### src/rtl/ata_sector_ctl.sv
// Single-sector PIO read/write sequencer for an ATA register-cycle engine.
// Optional status-poll timeout is compiled in with `define ATA_TIMEOUT_EN.
module ata_sector_ctl #(
    parameter logic [23:0] POLL_LIMIT = 24'd10000000
) (
    input  logic        clk,
    input  logic        reset,
    input  logic        cmd_start,
    input  logic        cmd_write,
    input  logic [27:0] cmd_lba,
    output logic        busy,
    output logic        done,
    output logic        error,
    output logic [7:0]  buf_addr,
    output logic        buf_we,
    output logic [15:0] buf_wdata,
    input  logic [15:0] buf_rdata,
    output logic        ata_rd,
    output logic        ata_wr,
    output logic [4:0]  ata_addr,
    output logic [15:0] ata_wdata,
    input  logic [15:0] ata_rdata,
    input  logic        ata_done
);

    typedef enum logic [3:0] {
        IDLE, WAIT_RDY, SET_CNT, SET_L0, SET_L1, SET_L2,
        SET_HD, SET_CMD, POLL_DRQ, XFER, POLL_END, FINISH
    } state_t;

    state_t      r_state;
    logic        r_busy, r_done, r_error;
    logic        r_rd, r_wr, r_buf_we;
    logic [4:0]  r_addr;
    logic [15:0] r_wdata, r_buf_wdata;
    logic [8:0]  r_cnt;
    logic        r_write;
    logic [27:0] r_lba;

    logic [2:0]  w_set_reg;
    logic [15:0] w_set_data;
    state_t      w_set_next;
    logic        w_poll_adv, w_poll_err;
    state_t      w_poll_to;

    wire w_bsy  = ata_rdata[7];
    wire w_drdy = ata_rdata[6];
    wire w_df   = ata_rdata[5];
    wire w_drq  = ata_rdata[3];
    wire w_err  = ata_rdata[0];

    assign busy      = r_busy;
    assign done      = r_done;
    assign error     = r_error;
    assign ata_rd    = r_rd;
    assign ata_wr    = r_wr;
    assign ata_addr  = r_addr;
    assign ata_wdata = r_wdata;
    assign buf_we    = r_buf_we;
    assign buf_wdata = r_buf_wdata;
    assign buf_addr  = r_cnt[7:0];

    // Task-file register and value for each setup write
    always_comb begin
        w_set_reg  = 3'd0;
        w_set_data = '0;
        w_set_next = IDLE;
        case (r_state)
            SET_CNT: begin w_set_reg = 3'd2; w_set_data = 16'h0001;                        w_set_next = SET_L0;   end
            SET_L0:  begin w_set_reg = 3'd3; w_set_data = {8'h00, r_lba[7:0]};             w_set_next = SET_L1;   end
            SET_L1:  begin w_set_reg = 3'd4; w_set_data = {8'h00, r_lba[15:8]};            w_set_next = SET_L2;   end
            SET_L2:  begin w_set_reg = 3'd5; w_set_data = {8'h00, r_lba[23:16]};           w_set_next = SET_HD;   end
            SET_HD:  begin w_set_reg = 3'd6; w_set_data = {8'h00, 4'hE, r_lba[27:24]};     w_set_next = SET_CMD;  end
            SET_CMD: begin w_set_reg = 3'd7; w_set_data = r_write ? 16'h0030 : 16'h0020;   w_set_next = POLL_DRQ; end
            default: ;
        endcase
    end

    // Exit decision for a completed status read in the polling states
    always_comb begin
        w_poll_adv = 1'b0;
        w_poll_err = 1'b0;
        w_poll_to  = FINISH;
        case (r_state)
            WAIT_RDY: if (!w_bsy && w_drdy) begin
                w_poll_adv = 1'b1;
                w_poll_to  = SET_CNT;
            end
            POLL_DRQ: if (!w_bsy) begin
                if (w_err || w_df) begin
                    w_poll_adv = 1'b1;
                    w_poll_err = 1'b1;
                end else if (w_drq) begin
                    w_poll_adv = 1'b1;
                    w_poll_to  = XFER;
                end
            end
            POLL_END: if (!w_bsy) begin
                w_poll_adv = 1'b1;
                w_poll_err = w_err || w_df;
            end
            default: ;
        endcase
    end

`ifdef ATA_TIMEOUT_EN
    logic [23:0] r_poll;
    wire w_polling = (r_state == WAIT_RDY) || (r_state == POLL_DRQ) || (r_state == POLL_END);
`else
    if (POLL_LIMIT == 24'd0) begin : g_limit_unused
    end
`endif

    always_ff @(posedge clk) begin
        if (reset) begin
            r_state     <= IDLE;
            r_busy      <= 1'b0;
            r_done      <= 1'b0;
            r_error     <= 1'b0;
            r_rd        <= 1'b0;
            r_wr        <= 1'b0;
            r_buf_we    <= 1'b0;
            r_addr      <= '1;
            r_wdata     <= '0;
            r_buf_wdata <= '0;
            r_cnt       <= '0;
            r_write     <= 1'b0;
            r_lba       <= '0;
`ifdef ATA_TIMEOUT_EN
            r_poll      <= '0;
`endif
        end else begin
            r_done   <= 1'b0;
            r_buf_we <= 1'b0;
`ifdef ATA_TIMEOUT_EN
            // Leaving the polling states always passes through a non-polling state
            if (!w_polling) r_poll <= '0;
`endif
            case (r_state)
                IDLE: if (cmd_start) begin
                    r_write <= cmd_write;
                    r_lba   <= cmd_lba;
                    r_busy  <= 1'b1;
                    r_error <= 1'b0;
                    r_state <= WAIT_RDY;
                end
                WAIT_RDY, POLL_DRQ, POLL_END: begin
                    if (!r_rd) begin
                        r_rd   <= 1'b1;
                        r_addr <= {2'b10, 3'd7};
                    end else if (ata_done) begin
                        r_rd <= 1'b0;
                        if (w_poll_adv) begin
                            r_state <= w_poll_to;
                            if (w_poll_err) r_error <= 1'b1;
                            if (w_poll_to == XFER) r_cnt <= '0;
                        end
`ifdef ATA_TIMEOUT_EN
                        else if (r_poll == POLL_LIMIT - 24'd1) begin
                            r_error <= 1'b1;
                            r_state <= FINISH;
                        end else begin
                            r_poll <= r_poll + 24'd1;
                        end
`endif
                    end
                end
                SET_CNT, SET_L0, SET_L1, SET_L2, SET_HD, SET_CMD: begin
                    if (!r_wr) begin
                        r_wr    <= 1'b1;
                        r_addr  <= {2'b10, w_set_reg};
                        r_wdata <= w_set_data;
                    end else if (ata_done) begin
                        r_wr    <= 1'b0;
                        r_state <= w_set_next;
                    end
                end
                XFER: begin
                    if (r_write) begin
                        if (!r_wr) begin
                            r_wr    <= 1'b1;
                            r_addr  <= {2'b10, 3'd0};
                            r_wdata <= buf_rdata;
                        end else if (ata_done) begin
                            r_wr  <= 1'b0;
                            r_cnt <= r_cnt + 9'd1;
                            if (r_cnt == 9'd255) r_state <= POLL_END;
                        end
                    end else begin
                        // Buffer strobe cycle sits between data reads; counter advances after it
                        if (r_buf_we) begin
                            r_cnt <= r_cnt + 9'd1;
                            if (r_cnt == 9'd255) r_state <= POLL_END;
                        end else if (!r_rd) begin
                            r_rd   <= 1'b1;
                            r_addr <= {2'b10, 3'd0};
                        end else if (ata_done) begin
                            r_rd        <= 1'b0;
                            r_buf_we    <= 1'b1;
                            r_buf_wdata <= ata_rdata;
                        end
                    end
                end
                FINISH: begin
                    r_done  <= 1'b1;
                    r_busy  <= 1'b0;
                    r_state <= IDLE;
                end
                default: r_state <= IDLE;
            endcase
        end
    end

endmodule
### config.mk
export PLATFORM = sky130hd
export DESIGN_NAME = ata_sector_ctl
export DESIGN_NICKNAME = d
export VERILOG_FILES = /design/src/rtl/ata_sector_ctl.sv
export SDC_FILE = /design/constraint.sdc
export NUM_CORES = 1
export LEC_CHECK = 0
export BUFFER_PORTS_ARGS = -buffer_cell sky130_fd_sc_hd__buf_2
export CAP_MARGIN = 20
export CORE_UTILIZATION = 56
export CTS_CLUSTER_SIZE = 16
export DETAILED_ROUTE_END_ITERATION = 8
export PLACE_DENSITY = 0.86
export REMOVE_ABC_BUFFERS = 1
export SLEW_MARGIN = 25
export SYNTH_ARGS = -nofsm -noshare
export SYNTH_HDL_FRONTEND = slang
export SYNTH_SLANG_ARGS = --single-unit
### constraint.sdc
create_clock -name clk -period 3.3 [get_ports clk]
set_clock_uncertainty 0.1 [all_clocks]
set_input_delay 0.165 -clock clk [delete_from_list [all_inputs] [get_ports clk]]
set_output_delay 0.165 -clock clk [all_outputs]
set_load 0.03 [all_outputs]
==> impl_metrics.csv <==
group,metric,value,unit
outcome,outcome,"finished, final reports clean",
power,p_leak,0.00216,uW
global_route,track_usage,0.318,
clocking,htreeDepth,3,
floorplan,die_w,85.5,um
synthesis,synth.yosys.warnings,0,
clocking,numCtsBuffers,9,
synthesis,synth_compound_area_frac,0.207,
cells_and_area,design_area,5130,um2
route,antenna_left,0,
timing,min_period_over_period,0.835,
synthesis,synthArstFlopShare,0,
floorplan,io_pins,116,
placed_design,place_area,4440,um2
timing,finalHoldViolCount,0,
timing,fin_tns_setup,0,ps
synthesis,synth_xor_area_frac,0,
floorplan,core_area,6760,um2
critical_path,worstSetupStartpoint,"r_state[3]$_SDFFE_PP0P_",
timing,period_minus_slack,2760,ps
min_path,hold_path_class,"input pin to flop",
global_route,met1_usage,0.405,
global_route,use_met2,0.541,
global_route,antenna_found_initial,0,
global_route,busiest_layer,"met2",
synthesis,syn_area_per_cell,8.26,um2
floorplan,initial_utilization,0.579,
synthesis,synthCells,473,
route,wl_per_cell,16.3,um
route,drt-total-wl,11400,um
critical_path,crit_arrival,2930,ps
placed_design,port_buffers,114,
route,drcViolationCount,0,
critical_path,required,3480,ps
synthesis,synth-seq-cells,84,
clocking,cts_tree,"done",
power,ir_drop,0.405,mV
cells_and_area,fillers,458,
synthesis,synth_top_family_by_area,"simple AND/OR/NAND/NOR gates",
floorplan,die_area,7320,um2
power,power_density,735,nW/um2
critical_path,crit_path_start_kind,"flop",
clocking,postCtsSetupBuffers,0,
clocking,clock_path_buffers,2,
global_route,grt_overflow,0,
clocking,cts-root-buf,"clkbuf_8",
synthesis,synth_mux_area_frac,0.0650,
timing,report.final.slew_viol_count,0,
clocking,clk_pin_slew_worst_paths,80,ps
clocking,clock_latency,340,ps
cells_and_area,nNetsFinal,679,
route,dr.pass1.iters,8,
placed_design,place_congestion,0.853,
cells_and_area,drive_above_1_share,0.244,
floorplan,rows,30,
synthesis,synth-simple-area-share,0.223,
cells_and_area,antenna_cells,0,
floorplan,fp.dieH,85.5,um
global_route,grt_pass1_wl,18500,um
clocking,clkSinkCount,84,
timing,rsz0062_at_grt,"false",
synthesis,ys_seq_area_frac,0.430,
route,vias,4089,
critical_path,worstSetupPathType,"flop to flop",
synthesis,synthAdderAreaFrac,0.00640,
timing,worst_slew_margin_rel,0.404,
critical_path,endpoint_kind,"flop",
placed_design,dp_hpwl,6970,um
timing,max_freq,363,MHz
global_route,met3_usage,0.0587,
global_route,grt_pass1_vias,3816,
route,drt_iter0_drc,548,
synthesis,yosys_most_used_dff,"dfxtp_1",
synthesis,ys_types,56,
global_route,grt_max_degree,35,
synthesis,synth-edff-count,0,
timing,finalSetupViolCount,0,
timing,max_slew.worst_pin.slew,893,ps
cells_and_area,post-route-util,0.759,
route,viasPerCell,5.88,
critical_path,cp_max_fo,28,
critical_path,r2r_start,"r_state[3]$_SDFFE_PP0P_",
cells_and_area,syn_to_final_growth,31.3,%
min_path,hp-start,"ata_rdata[6]",
synthesis,syn_area,3910,um2
job,drv_cap,0,
[final cells by class]
class / instances / area (um2) / share of cell area
Clock buffer: 14 / 173 / 0.0337
Timing Repair Buffer: 174 / 1140 / 0.223
Tap cell: 80 / 100 / 0.0195
Multi-Input combinational cell: 335 / 1970 / 0.385
Inverter: 8 / 30.0 / 0.00585
Clock inverter: 1 / 30.0 / 0.00585
Sequential cell: 84 / 1680 / 0.328
[repair_timing]
action | 4_1_cts | 5_1_grt
hold buffers | 49 | 0
gates resized for setup | 0 | 0
hold endpoints to repair | 49 | 0
[critical path, cell delays in order (launching register included)]
cell and delay [ps]:
dfxtp_1 910, nor3b_1 510, nand4_1 220, a211oi_2 410, nor3b_2 330, mux2i_1 200
[stage by stage]
stage	total power [uW]	worst slack [ps]	std cells	hold slack (ps)
after floorplan	2450	-660	427	134
after global placement	2880	770	632	296
after detailed placement	2940	641	632	312
after CTS	3720	614	696	0.0648
after global routing	3990	300	696	1.66
final	3770	544	696	12.6
[layer usage]
metal  part of all wire  vias up  wire length (um)
met5                  0        -                 0
met4              0.030        0               338
met3              0.080       41               912
met2               0.48      226              5490
met1               0.41     1867              4640
li1                   -     1955                 -
[registers in the layout, indices dropped and copies added, names as in the netlist]
signal	count
error	1
ata_rd	1
done	1
r_cnt	9
ata_wr	1
ata_addr	4
ata_wdata	16
buf_we	1
busy	1
r_write	1
r_state	4
r_lba	28
buf_wdata	16
[synthesized netlist by cell type, drive strengths merged (4+ instances only)]
library cell	count	area [um2]
a211oi	12	95.1
a21o	4	30.0
a21oi	60	304
a222oi	4	40.0
a22o	6	52.6
a311oi	5	43.8
and3	6	37.5
buf	25	151
clkbuf	21	78.8
dfxtp	84	1680
inv	8	30.0
mux2i	22	220
nand2	77	289
nand2b	5	31.3
nand3	15	75.1
nor2	38	143
nor3	15	75.1
nor3b	4	35.0
o21ai	7	35.0
o31ai	6	45.0
or4	6	45.0
[cell usage in the layout (no fill, tap or decap), types with 5 or more instances in the layout]
master | Yosys | layout
buf_2 | 7 | 114
dfxtp_1 | 84 | 84
nand2_1 | 77 | 77
a21oi_1 | 59 | 59
dlygate4sd3_1 | 0 | 49
nor2_1 | 38 | 38
mux2i_1 | 22 | 22
nand3_1 | 15 | 15
nor3_1 | 15 | 15
clkbuf_8 | 0 | 12
a211oi_1 | 11 | 11
buf_4 | 11 | 11
inv_1 | 8 | 8
and3_1 | 6 | 6
a22o_1 | 6 | 6
o21ai_0 | 6 | 6
or4_1 | 6 | 6
o31ai_1 | 6 | 6
a311oi_1 | 5 | 5
nand2b_1 | 5 | 5
[worst paths after layout]
| check | endpoint | slack [ps] | cells past startpoint |
|---|---|---|---|
| setup / recovery | r_state[3]$_SDFFE_PP0P_ | 540 | 5 |
| hold / removal | buf_wdata[6]$_SDFFE_PP0P_ | 10 | 3 |
| setup reg to reg | r_state[3]$_SDFFE_PP0P_ | 540 | 5 |
| hold reg to reg | ata_wdata[12]$_SDFFE_PP0P_ | 350 | 2 |
[cells by family after synthesis]
logic type,Yosys count
simple gates,183
compound gates,124
flops,84
buf+inv,54
mux,25
fa+ha+maj,2
other cells,1
[power breakdown]
group	internal [uW]	switching (uW)	leakage [uW]
sequential	1210	233	0.000683
clock	409	347	0.000103
combinational	584	991	0.00138
(Power assumes the default switching activity.)
